===== config.mk =====
export PLATFORM = sky130hd
export DESIGN_NAME = dvp2bram
export DESIGN_NICKNAME = d
export VERILOG_FILES = /design/src/rtl/cam_pkg.sv /design/src/rtl/dvp_sync_edge.sv /design/src/rtl/dvp2bram.sv
export SDC_FILE = /design/constraint.sdc
export NUM_CORES = 1
export LEC_CHECK = 0
export ABC_AREA = 1
export CORE_MARGIN = 3
export CORE_UTILIZATION = 25
export DETAILED_ROUTE_END_ITERATION = 12
export SLEW_MARGIN = 25
export SYNTH_ARGS = -nofsm -noshare
export SYNTH_HDL_FRONTEND = slang
export SYNTH_SLANG_ARGS = --single-unit

===== constraint.sdc =====
create_clock -name PCLK -period 1.3 [get_ports PCLK]
set_input_delay 0.26 -clock PCLK [delete_from_list [all_inputs] [get_ports PCLK]]
set_output_delay 0.26 -clock PCLK [all_outputs]
set_load 0.05 [all_outputs]

===== src/rtl/cam_pkg.sv =====
// Shared camera/frame-buffer definitions used by both the capture (write) side
// and the VGA display (read) side of the frame BRAM.
package cam_pkg;

  localparam int H_ACTIVE = 640;
  localparam int V_ACTIVE = 480;
  localparam int ADDR_W   = 19;
  localparam int PIX_W    = 12;
  localparam int COL_W    = 10;
  localparam int ROW_W    = 9;
  localparam int SKIP_W   = 4;

  typedef enum logic [1:0] {
    ST_IDLE,
    ST_SYNC,
    ST_CAPTURE,
    ST_DONE
  } cap_state_e;

  // b0 = RGB565[15:8], b1 = RGB565[7:0]; keep the top 4 bits of each channel.
  function automatic logic [PIX_W-1:0] rgb565_to_444(input logic [7:0] b0,
                                                     input logic [7:0] b1);
    return {b0[7:4], b0[2:0], b1[7], b1[4:1]};
  endfunction

endpackage


===== src/rtl/dvp_sync_edge.sv =====
// Registers the DVP pins once (S1) and derives frame/line edge pulses from the
// S1 values, so every downstream decision sees one consistent sample.
module dvp_sync_edge #(
  parameter bit VSYNC_POL = 1'b1
) (
  input  logic       clk,
  input  logic       rst,
  input  logic       vsync_i,
  input  logic       href_i,
  input  logic [7:0] data_i,
  output logic       href_o,
  output logic [7:0] data_o,
  output logic       fs_o,
  output logic       fe_o,
  output logic       href_rise_o,
  output logic       href_fall_o
);
  import cam_pkg::*;

  logic       vsync_q, vsync_d;
  logic       vsync_prev_q, vsync_prev_d;
  logic       href_q, href_d;
  logic       href_prev_q, href_prev_d;
  logic [7:0] data_q, data_d;

  always_comb begin
    vsync_d      = vsync_i;
    href_d       = href_i;
    data_d       = data_i;
    vsync_prev_d = vsync_q;
    href_prev_d  = href_q;
  end

  // Reset to the active-video vsync level so leaving reset never fakes a frame start.
  always_ff @(posedge clk) begin
    if (rst) begin
      vsync_q      <= ~VSYNC_POL;
      vsync_prev_q <= ~VSYNC_POL;
      href_q       <= 1'b0;
      href_prev_q  <= 1'b0;
      data_q       <= '0;
    end else begin
      vsync_q      <= vsync_d;
      vsync_prev_q <= vsync_prev_d;
      href_q       <= href_d;
      href_prev_q  <= href_prev_d;
      data_q       <= data_d;
    end
  end

  assign href_o      = href_q;
  assign data_o      = data_q;
  assign fs_o        = (vsync_prev_q == VSYNC_POL) && (vsync_q != VSYNC_POL);
  assign fe_o        = (vsync_prev_q != VSYNC_POL) && (vsync_q == VSYNC_POL);
  assign href_rise_o = href_q & ~href_prev_q;
  assign href_fall_o = ~href_q & href_prev_q;

endmodule


===== src/rtl/dvp2bram.sv =====
// Single-frame OV5640 DVP capture into the 12-bit RGB444 frame BRAM: FSM,
// byte-pair assembly and row-major address generation.
module dvp2bram #(
  parameter int H_ACTIVE    = cam_pkg::H_ACTIVE,
  parameter int V_ACTIVE    = cam_pkg::V_ACTIVE,
  parameter int SKIP_FRAMES = 2,
  parameter bit VSYNC_POL   = 1'b1
) (
  input  logic                        PCLK,
  input  logic                        RESET,
  input  logic                        EN_CAPTURE,
  output logic                        CAPTURE_END,
  input  logic                        CAM_VSYNC,
  input  logic                        CAM_HREF,
  input  logic [7:0]                  CAM_DATA,
  output logic                        WE,
  output logic [cam_pkg::ADDR_W-1:0]  ADDR,
  output logic [cam_pkg::PIX_W-1:0]   DATA
);
  import cam_pkg::*;

  localparam logic [COL_W-1:0]  COL_LIM   = COL_W'(H_ACTIVE);
  localparam logic [ROW_W-1:0]  ROW_LIM   = ROW_W'(V_ACTIVE);
  localparam logic [ADDR_W-1:0] ROW_STEP  = ADDR_W'(H_ACTIVE);
  localparam logic [SKIP_W-1:0] SKIP_INIT = SKIP_W'(SKIP_FRAMES);

  logic       href_s1, fs, fe, href_rise, href_fall;
  logic [7:0] data_s1;

  dvp_sync_edge #(.VSYNC_POL(VSYNC_POL)) u_sync (
    .clk         (PCLK),
    .rst         (RESET),
    .vsync_i     (CAM_VSYNC),
    .href_i      (CAM_HREF),
    .data_i      (CAM_DATA),
    .href_o      (href_s1),
    .data_o      (data_s1),
    .fs_o        (fs),
    .fe_o        (fe),
    .href_rise_o (href_rise),
    .href_fall_o (href_fall)
  );

  cap_state_e         state_q, state_d;
  logic [SKIP_W-1:0]  skip_q, skip_d;
  logic [COL_W-1:0]   col_q, col_d;
  logic [ROW_W-1:0]   row_q, row_d;
  logic [ADDR_W-1:0]  row_base_q, row_base_d;
  logic               phase_q, phase_d;
  logic [7:0]         b0_q, b0_d;
  logic               we_q, we_d;
  logic [ADDR_W-1:0]  addr_q, addr_d;
  logic [PIX_W-1:0]   data_q, data_d;
  logic               end_q, end_d;

  always_comb begin
    state_d    = state_q;
    skip_d     = skip_q;
    col_d      = col_q;
    row_d      = row_q;
    row_base_d = row_base_q;
    phase_d    = 1'b0;
    b0_d       = b0_q;
    we_d       = 1'b0;
    addr_d     = addr_q;
    data_d     = data_q;

    case (state_q)
      ST_IDLE: begin
        if (EN_CAPTURE) begin
          skip_d  = SKIP_INIT;
          state_d = ST_SYNC;
        end
      end
      ST_SYNC: begin
        if (!EN_CAPTURE) begin
          state_d = ST_IDLE;
        end else if (fs) begin
          col_d      = '0;
          row_d      = '0;
          row_base_d = '0;
          if (skip_q == '0) state_d = ST_CAPTURE;
          else              skip_d  = skip_q - 1'b1;
        end
      end
      ST_CAPTURE: begin
        if (!EN_CAPTURE) begin
          state_d = ST_IDLE;
        end else begin
          // The first byte of a line is always b0, whatever phase was left behind.
          if (href_s1) begin
            if (phase_q && !href_rise) begin
              if (col_q < COL_LIM && row_q < ROW_LIM) begin
                we_d   = 1'b1;
                addr_d = row_base_q + ADDR_W'(col_q);
                data_d = rgb565_to_444(b0_q, data_s1);
                col_d  = col_q + 1'b1;
              end
            end else begin
              b0_d    = data_s1;
              phase_d = 1'b1;
            end
          end
          if (fe) begin
            state_d = ST_DONE;
          end else if (href_fall) begin
            col_d = '0;
            if (row_q < ROW_LIM) begin
              row_d      = row_q + 1'b1;
              row_base_d = row_base_q + ROW_STEP;
            end
          end
        end
      end
      ST_DONE: begin
        if (!EN_CAPTURE) state_d = ST_IDLE;
      end
      default: state_d = ST_IDLE;
    endcase

    end_d = (state_d == ST_DONE);
  end

  always_ff @(posedge PCLK) begin
    if (RESET) begin
      state_q    <= ST_IDLE;
      skip_q     <= '0;
      col_q      <= '0;
      row_q      <= '0;
      row_base_q <= '0;
      phase_q    <= 1'b0;
      b0_q       <= '0;
      we_q       <= 1'b0;
      addr_q     <= '0;
      data_q     <= '0;
      end_q      <= 1'b0;
    end else begin
      state_q    <= state_d;
      skip_q     <= skip_d;
      col_q      <= col_d;
      row_q      <= row_d;
      row_base_q <= row_base_d;
      phase_q    <= phase_d;
      b0_q       <= b0_d;
      we_q       <= we_d;
      addr_q     <= addr_d;
      data_q     <= data_d;
      end_q      <= end_d;
    end
  end

  assign WE          = we_q;
  assign ADDR        = addr_q;
  assign DATA        = data_q;
  assign CAPTURE_END = end_q;

endmodule


# After elaboration in Yosys (flattened, before gate mapping)
# Cells that the tools add are included.
totals:
  ff_bits: 98
  input_bits: 13
  wordCells: 98
classes:
  addsub: 5
  magnitude_cmp: 2
  n_eq_ne: 12
  n_mux: 38
  bitwise: 9
  n_reduce_logical: 16
op_table:
  columns: ["op", "n"]
  rows:
  - ["2-to-1 mux 19 bit", 6]
  - ["2-to-1 mux 10 bit", 8]
  - ["2-to-1 mux 9 bit", 6]
  - ["case mux 19 bit (2 select lines)", 1]
  - ["case mux 10 bit (2 select lines)", 1]
  - ["adder 19 x 10 -> 19 bit", 1]
  - ["adder 19 x 10 -> 19 bit, second input constant", 1]
  - ["case mux 9 bit (2 select lines)", 1]
  - ["2-to-1 mux 4 bit", 4]
  - ["inequality test 2 bit, second input constant", 8]
  - ["2-to-1 mux 2 bit", 7]
  - ["adder 10 x 1 -> 10 bit, second input constant", 1]
  - ["< comparator 10 bit, second input constant", 1]
  - ["AND reduction 5 bit", 2]
  - ["adder 9 x 1 -> 9 bit, second input constant", 1]
  - ["< comparator 9 bit, second input constant", 1]
  - ["case mux 2 bit (4 select lines)", 1]
  - ["case mux 4 bit (2 select lines)", 1]
  - ["AND reduction 4 bit", 2]
  - ["inverter 1 bit", 7]
  - ["AND reduction 7 bit", 1]
  - ["== test 2 bit, second input constant", 3]
  - ["OR reduction 5 bit", 1]
  - ["logical AND 1 bit", 4]
  - ["9 further kinds", 12]

# Logic depth before layout (Yosys ltp)
depth:
  ltp_word: 10
  depth_mapped: 11
  mapped_depth_nobuf: 11

# Hierarchy
# Synthesis repeated with hierarchy kept, for this count alone.
hier_totals:
  hier_cells: 595
  area_unflattened_um2: 4169.0
modules_own_cells:
  columns: ["module", "n_inst", "cells_per_inst", "area_each_um2"]
  rows:
  - ["dvp2bram", 1, 552, 3804.9]
  - ["dvp_sync_edge", 1, 43, 364.1]

# Worst setup path after synthesis
# No wires, ideal clock.
synth_path:
  kind: "reg-to-reg"
  from: "register row_base_q[8]"
  to: "register addr_q[16] (netlist: ADDR[16])"
  setup_time_ns: 0.117
  arrival_ns: 1.317
  t_required_ns: 1.183
  setup_slack_ns: -0.134
  path_stages_with_launch: 11
  path_buffers: 0
  cell_sequence: "dfxtp_1 -> ha_1 -> nand2_1 -> nand2_1 -> nand2_1 -> nand2_1 -> nand3_1 -> nand2_1 -> nand3_1 -> o211ai_1 -> inv_1"
synth_via:
  elab_chain_len: 1
synth_rtl:
  columns: ["item", "line", "rtl"]
  rows:
  - ["start, declared", "dvp2bram.sv:48", "logic [ADDR_W-1:0] row_base_q, row_base_d;"]
  - ["start signal, assigned", "dvp2bram.sv:142", "row_base_q <= row_base_d;"]
  - ["adder 19 x 10 -> 19 bit", "dvp2bram.sv:95", "addr_d = row_base_q + ADDR_W'(col_q);"]
  - ["end signal, assigned", "dvp2bram.sv:146", "addr_q <= addr_d;"]
  - ["end, declared", "dvp2bram.sv:52", "logic [ADDR_W-1:0] addr_q, addr_d;"]
# Every way passes these cells.
# A chain may end at the register's enable or synchronous reset.

# Worst setup path in the final report
layout_path:
  from: "register col_q[8]"
  to: "register addr_q[16] (netlist: ADDR[16])"
layout_via:
  elab_chain_len: 3
  elab_cells_between_ends: 4
  classes_between: "add/sub: 1; order compare: 1; reduce/logical: 2"
layout_rtl:
  columns: ["item", "line", "rtl"]
  rows:
  - ["start, declared", "dvp2bram.sv:46", "logic [COL_W-1:0] col_q, col_d;"]
  - ["start signal, assigned", "dvp2bram.sv:140", "col_q <= col_d;"]
  - ["< comparator 10 bit", "dvp2bram.sv:93", "if (col_q < COL_LIM && row_q < ROW_LIM) begin"]
  - ["logical AND 1 bit", "dvp2bram.sv:93", null]
  - ["AND reduction 5 bit (no line)", null, null]
# Several ways; a longest one is shown, not always the timed one.

==> run summary <==
Setup ws final: -0.222 ns
Area Overhead vs Synth: 69.3%
Slew headroom: 76.2%
Startpoint Class: flip-flop
Crit path kind: flip-flop to flip-flop
Clk sinks: 90
CTS tree: yes
RSZ-0062 raised after global routing: yes
Area of the mapped netlist: 4060 sq um
Post-Route WL: 11.9 mm
Site Rows: 45
DRC violations left: 0
Fin crit share: 117%
CTS clock-pin slew for the worst setup and hold paths: 0.06 ns
Tightest Hold Check Type: primary input to flip-flop
GPL Wtd Cong: 0.858
Slowest CP cell: dfxtp_4
Final hold violations: 0
Synth Area per Inst: 6.90 sq um
Setup Viol. Count Final: 66
Critical path fanouts, max: 7
CTS root buf: clkbuf_16
Final min period: 1.52 ns
Largest stage delay, worst path: 0.36 ns
Max-cap violations: 0
Nets: 754
CP arrival: 1.82 ns
Share of cells above drive strength 1: 37.8%
Starting Density: 26.1%
Violated checks: negative setup slack
Final Max Slew Viols: 0
DRT Pass-1 Iters: 6
F_max: 657 MHz
Top cell type's share of synthesized area: 44.4%
Number of buffers added on ports: 45
CTS max path bufs: 2
Crit-path leading delay family: simple AND/OR/NAND/NOR gates
Initial antenna violation count: 1
Vias in the first global route: 3862
PwrDens: 850 nW/um^2
Synthesis Warnings: 0
Leakage Power: 0.00302 uW
Die Span X: 133 um
Clk_skew: 0.00288 ns
Cells after Synth: 588
Seq/Total Area, Yosys: 44.4%
Synth top area cells: dfxtp_1, nor2_1, nand2_1
CTS Buf Count: 9
GRT overflow: 0
Synth cell types: 28
Avg WL per Cell: 12.5 um
Biggest area consumer among synthesized cells: dfxtp_1
Clk_lat worst skew: 0.35 ns
GRT Util Overall: 12.4%
Design Area, Final: 6870 sq um
Pre-CTS setup slack: -0.559 ns
Routed vias: 4213
Placed inst area: 5770 sq um
Crit end category: flip-flop
Die Area: 17800 sq um
Die H: 133 um
DRT iter0 DRCs: 209
CP bufs+invs: 1
Pin count of the biggest net entering global routing: 23
Status: finished, violations left
Avg Vias per Cell: 4.43
CTS Hold Bufs: 0
Peak supply drop: 0.000787 V
I/O pin total: 46
Crit path cell chain: ha_4 > nand2_4 > nand2_2 > nand2_2 > nand2_4 > nand4_1 > nand3_2 > o211ai_1 > inv_1
CP required: 1.60 ns
Syn nets: 609
Worst Max-Slew Pin Slew: 0.356 ns
First-pass GRT wire length: 18.0 mm
Overall Power: 5840 uW
Post-DP HPWL: 8.04 mm
Synth Register Bits: 90
Depth of the CTS H-tree: 3
WHS: 0.419 ns
Core Area: 15500 sq um
Detail Route Antenna Nets: 0
placed cells by master, fill, tap and decap left out, types with 2 or more instances in the layout:
cell               n
a21oi_1           18
nand3b_1           3
buf_6             22
clkdlybuf4s50_1   11
o21a_1             2
ha_4               2
a21oi_2           13
nor2_1           110
nand3_4            4
a31oi_1            2
ha_2               3
nand2_4           13
dfxtp_1           75
inv_2              7
inv_1             62
clkbuf_16         11
clkinv_4           3
o21ai_4            2
nor2_2             5
buf_4             77
nand2_2           13
nor2_4            16
o21ai_1           21
o21ai_0           16
buf_12            37
o21bai_1           5
dfxtp_2           11
nand2_8            2
nand2_1           80
nor3_1             3
ha_1               3
dfxtp_4            4
inv_4              4
o211ai_1           2
nand4_1           15
o21ai_2           11
nand3_1           27
nand3_2           10
area by class of cell:
cell class              instances  area [sq um]
fillers                      1540          8670
multi-input cells             407          2430
flip-flops and latches         90          1830
repair buffers                151          1750
inverters                      74           293
well taps                     211           264
clock buffers                  11           243
clock inverters                 5          63.8
diodes                          1          2.50
worst register-to-register path, cell delays in order (launching register included):
cell and delay [ns]:
dfxtp_4 0.36, ha_4 0.29, nand2_4 0.05, nand2_2 0.06, nand2_2 0.08, nand2_4 0.12, nand4_1 0.22, nand3_2 0.14
o211ai_1 0.09, inv_1 0.06
path summary, 6_finish.rpt:
path                            slack (ns)             endpoint       from  depth (start not counted)
worst max register to register       -0.22             ADDR[16]   col_q[8]                          9
worst min-delay path                  0.42  u_sync.vsync_prev_d  CAM_VSYNC                          3
worst min register to register        0.46            skip_q[3]  skip_q[3]                          2
worst max-delay path                 -0.22             ADDR[16]   col_q[8]                          9
repair_timing:
item                       4_1_cts  5_1_grt
buffers inserted                 7       12
gates resized for setup         87      111
gates cloned                     0        4
setup endpoints to repair       74       75
pin swaps                       21       49
stage by stage:
step / util (%) / setup TNS [ns] / std cells
finish: 44.2 / -7.97 / 950
floorplan: - / -0.201 / 588
global route: 44.2 / -12.37 / 950
global placement: 37.1 / -36.05 / 912
CTS: 40.8 / -7.82 / 934
detailed placement: 37.1 / -37.27 / 912
metal layers:
metal | part of all wire (%) | track usage, % | vias up
li1 | - | - | 2175
met4 | 2.0 | 4.29 | 0
met5 | 0 | 0 | -
met3 | 4.4 | 3.66 | 18
met1 | 46 | 15.9 | 1937
met2 | 48 | 20.1 | 83
sequential cells by signal (all words and copies together), names as in the netlist, 4 cells and up:
register	flops
row_base_q	12
DATA	12
ADDR	19
b0_q	7
skip_q	4
col_q	10
u_sync.data_o	8
row_q	9
report_power, final:
group          leakage, uW  internal, uW  total [uW]  switching [uW]
clock             0.000146          1550        2680            1130
sequential        0.000737          2780        2810            23.8
combinational      0.00214           175         359             185
total              0.00302          4510        5840            1330
kinds of logic after synthesis:
kind of cell    share of synthesized area (%)
buf+inv                                  9.09
fa+ha+maj                                2.47
simple gates                             31.8
flops                                    44.4
compound gates                           12.1
xor+xnor                                0.216
cells in the mapped netlist, drive strengths merged:
library cell / number
ha: 8
o21ai: 50
or2: 1
and3: 1
dfxtp: 90
a21oi: 32
nand3: 40
nand4: 15
nor3: 5
o21bai: 5
nor2: 131
xnor2: 1
inv: 74
o21a: 2
clkbuf: 9
a31oi: 2
nand2: 108
nand3b: 3
buf: 9
o211ai: 2
(Power assumes the default switching activity.)
==> patch, RTL diff (same settings) <==
`VSYNC_POL` is set to 1'b1 in 2 places; all go to 1'b0.
--- a/src/rtl/dvp_sync_edge.sv
+++ b/src/rtl/dvp_sync_edge.sv
@@ -3,3 +3,3 @@
 module dvp_sync_edge #(
-  parameter bit VSYNC_POL = 1'b1
+  parameter bit VSYNC_POL = 1'b0
 ) (
--- a/src/rtl/dvp2bram.sv
+++ b/src/rtl/dvp2bram.sv
@@ -6,3 +6,3 @@
   parameter int SKIP_FRAMES = 2,
-  parameter bit VSYNC_POL   = 1'b1
+  parameter bit VSYNC_POL   = 1'b0
 ) (
Behaviour: not the same (a bounded check fails within 10 cycles, from zero or initial values and one cycle with RESET high).
==> patch against the original RTL <==
- the flow still finishes with violations (setup timing)
- hold slack better by 0.0016 ns
- total power fell by 3.2%
- final area decreased by 1.2%
- combinational power decreased by 5%
- worst setup slack improved by 0.025 ns
- die area is essentially flat
- synthesized area barely moved
- wire length is 3.9% lower
- clock skew increased by 0.0060 ns
- sequential cell count stayed put
- critical path type unchanged
==> patch: results <==
metrics = {
    "power_and_ir_drop": {
        "total_power_uw": 5660,
        "swShare_pct": 24.4,
        "pg_comb_uw": 342,
        "vdd_drop_max_v": 0.000642,
        "p_clk_uw": 2520,
    },
    "setup_path": {
        "cp.arrival_ns": 1.74,
        "worstPathMaxFanout": 15,
    },
    "timing": {
        "fin_tns_setup_ns": -7.82,
        "tightest_slew_ns": 0.413,
        "worst_slack_ns": -0.197,
        "setup_violations": 64,
        "whs_ns": 0.421,
        "skew_ns": 0.00890,
    },
    "grt": {
        "grt_pass1_wl_um": 18100,
        "first_global_vias": 3820,
        "grt_usage_pct": 12.3,
        "use_met2_pct": 19.8,
        "antenna_found_initial": 0,
    },
    "routing": {
        "firstDrtPassIters": 4,
        "viasPerCell": 4.45,
        "dr_wl_met3_um": 458,
        "vias": 4211,
        "dr_wl_met2_um": 5520,
        "m1WireLength_um": 5230,
        "dr.first_iter.drc_count": 212,
    },
    "cts": {
        "cts_setup_buffers": 16,
        "cts_resized": 97,
    },
    "final_layout": {
        "drive_gt1_share_pct": 39.9,
        "multi_input_area_share_pct": 34.9,
        "multiInputCombCellCount": 406,
        "area_share_nonclk_buffers_pct": 25.8,
        "nNetsFinal": 750,
        "nClkBuffers": 9,
        "nNonClkBuffers": 149,
        "seq_share_pct": 26.9,
        "syn2layout_area_growth_pct": 67.3,
    },
    "outcome": {
        "outcome": "complete, but fails checks",
        "failed_checks": "setup timing",
    },
    "yosys": {
        "syn-num-nets": 608,
        "synth_area_leaders": "dfxtp_1, nor2_1, nand2_1",
        "synthTopCellsByCount": "nor2_1, nand2_1, dfxtp_1",
        "synth-seq-area-share_pct": 44.4,
    },
    "placed_design": {
        "dp_hpwl_um": 7550,
        "dp_cells": 904,
        "place_ws_ns": -0.669,
    },
}
[patch: cell types whose count changed after synthesis]
cell      unedited run  this run
nor2_1             127       125
or2_2                1         3
buf_1                1         0
clkbuf_1             9        10
inv_1               74        73
[patch: path summary, 6_finish.rpt]
kind | start | to | depth (start not counted)
hold reg to reg | skip_q[3]$_SDFFE_PP0P_ | skip_q[3]$_SDFFE_PP0P_ | 2
setup reg to reg | col_q[8]$_SDFFE_PP0P_ | DATA[2]$_SDFFE_PP0P_ | 7
setup / recovery | col_q[8]$_SDFFE_PP0P_ | DATA[2]$_SDFFE_PP0P_ | 7
hold / removal | CAM_DATA[6] | u_sync.data_o[6]$_SDFF_PP0_ | 3
[patch: cells by family after synthesis]
logic type	count (synthesis)	synth area share, %
AO/OA/AOI/OAI	93	12.1
AND/OR/NAND/NOR	304	31.9
XOR/XNOR	1	0.216
flip-flops	90	44.4
adder cells (fa/ha/maj)	8	2.47
buffers and inverters	91	9.00
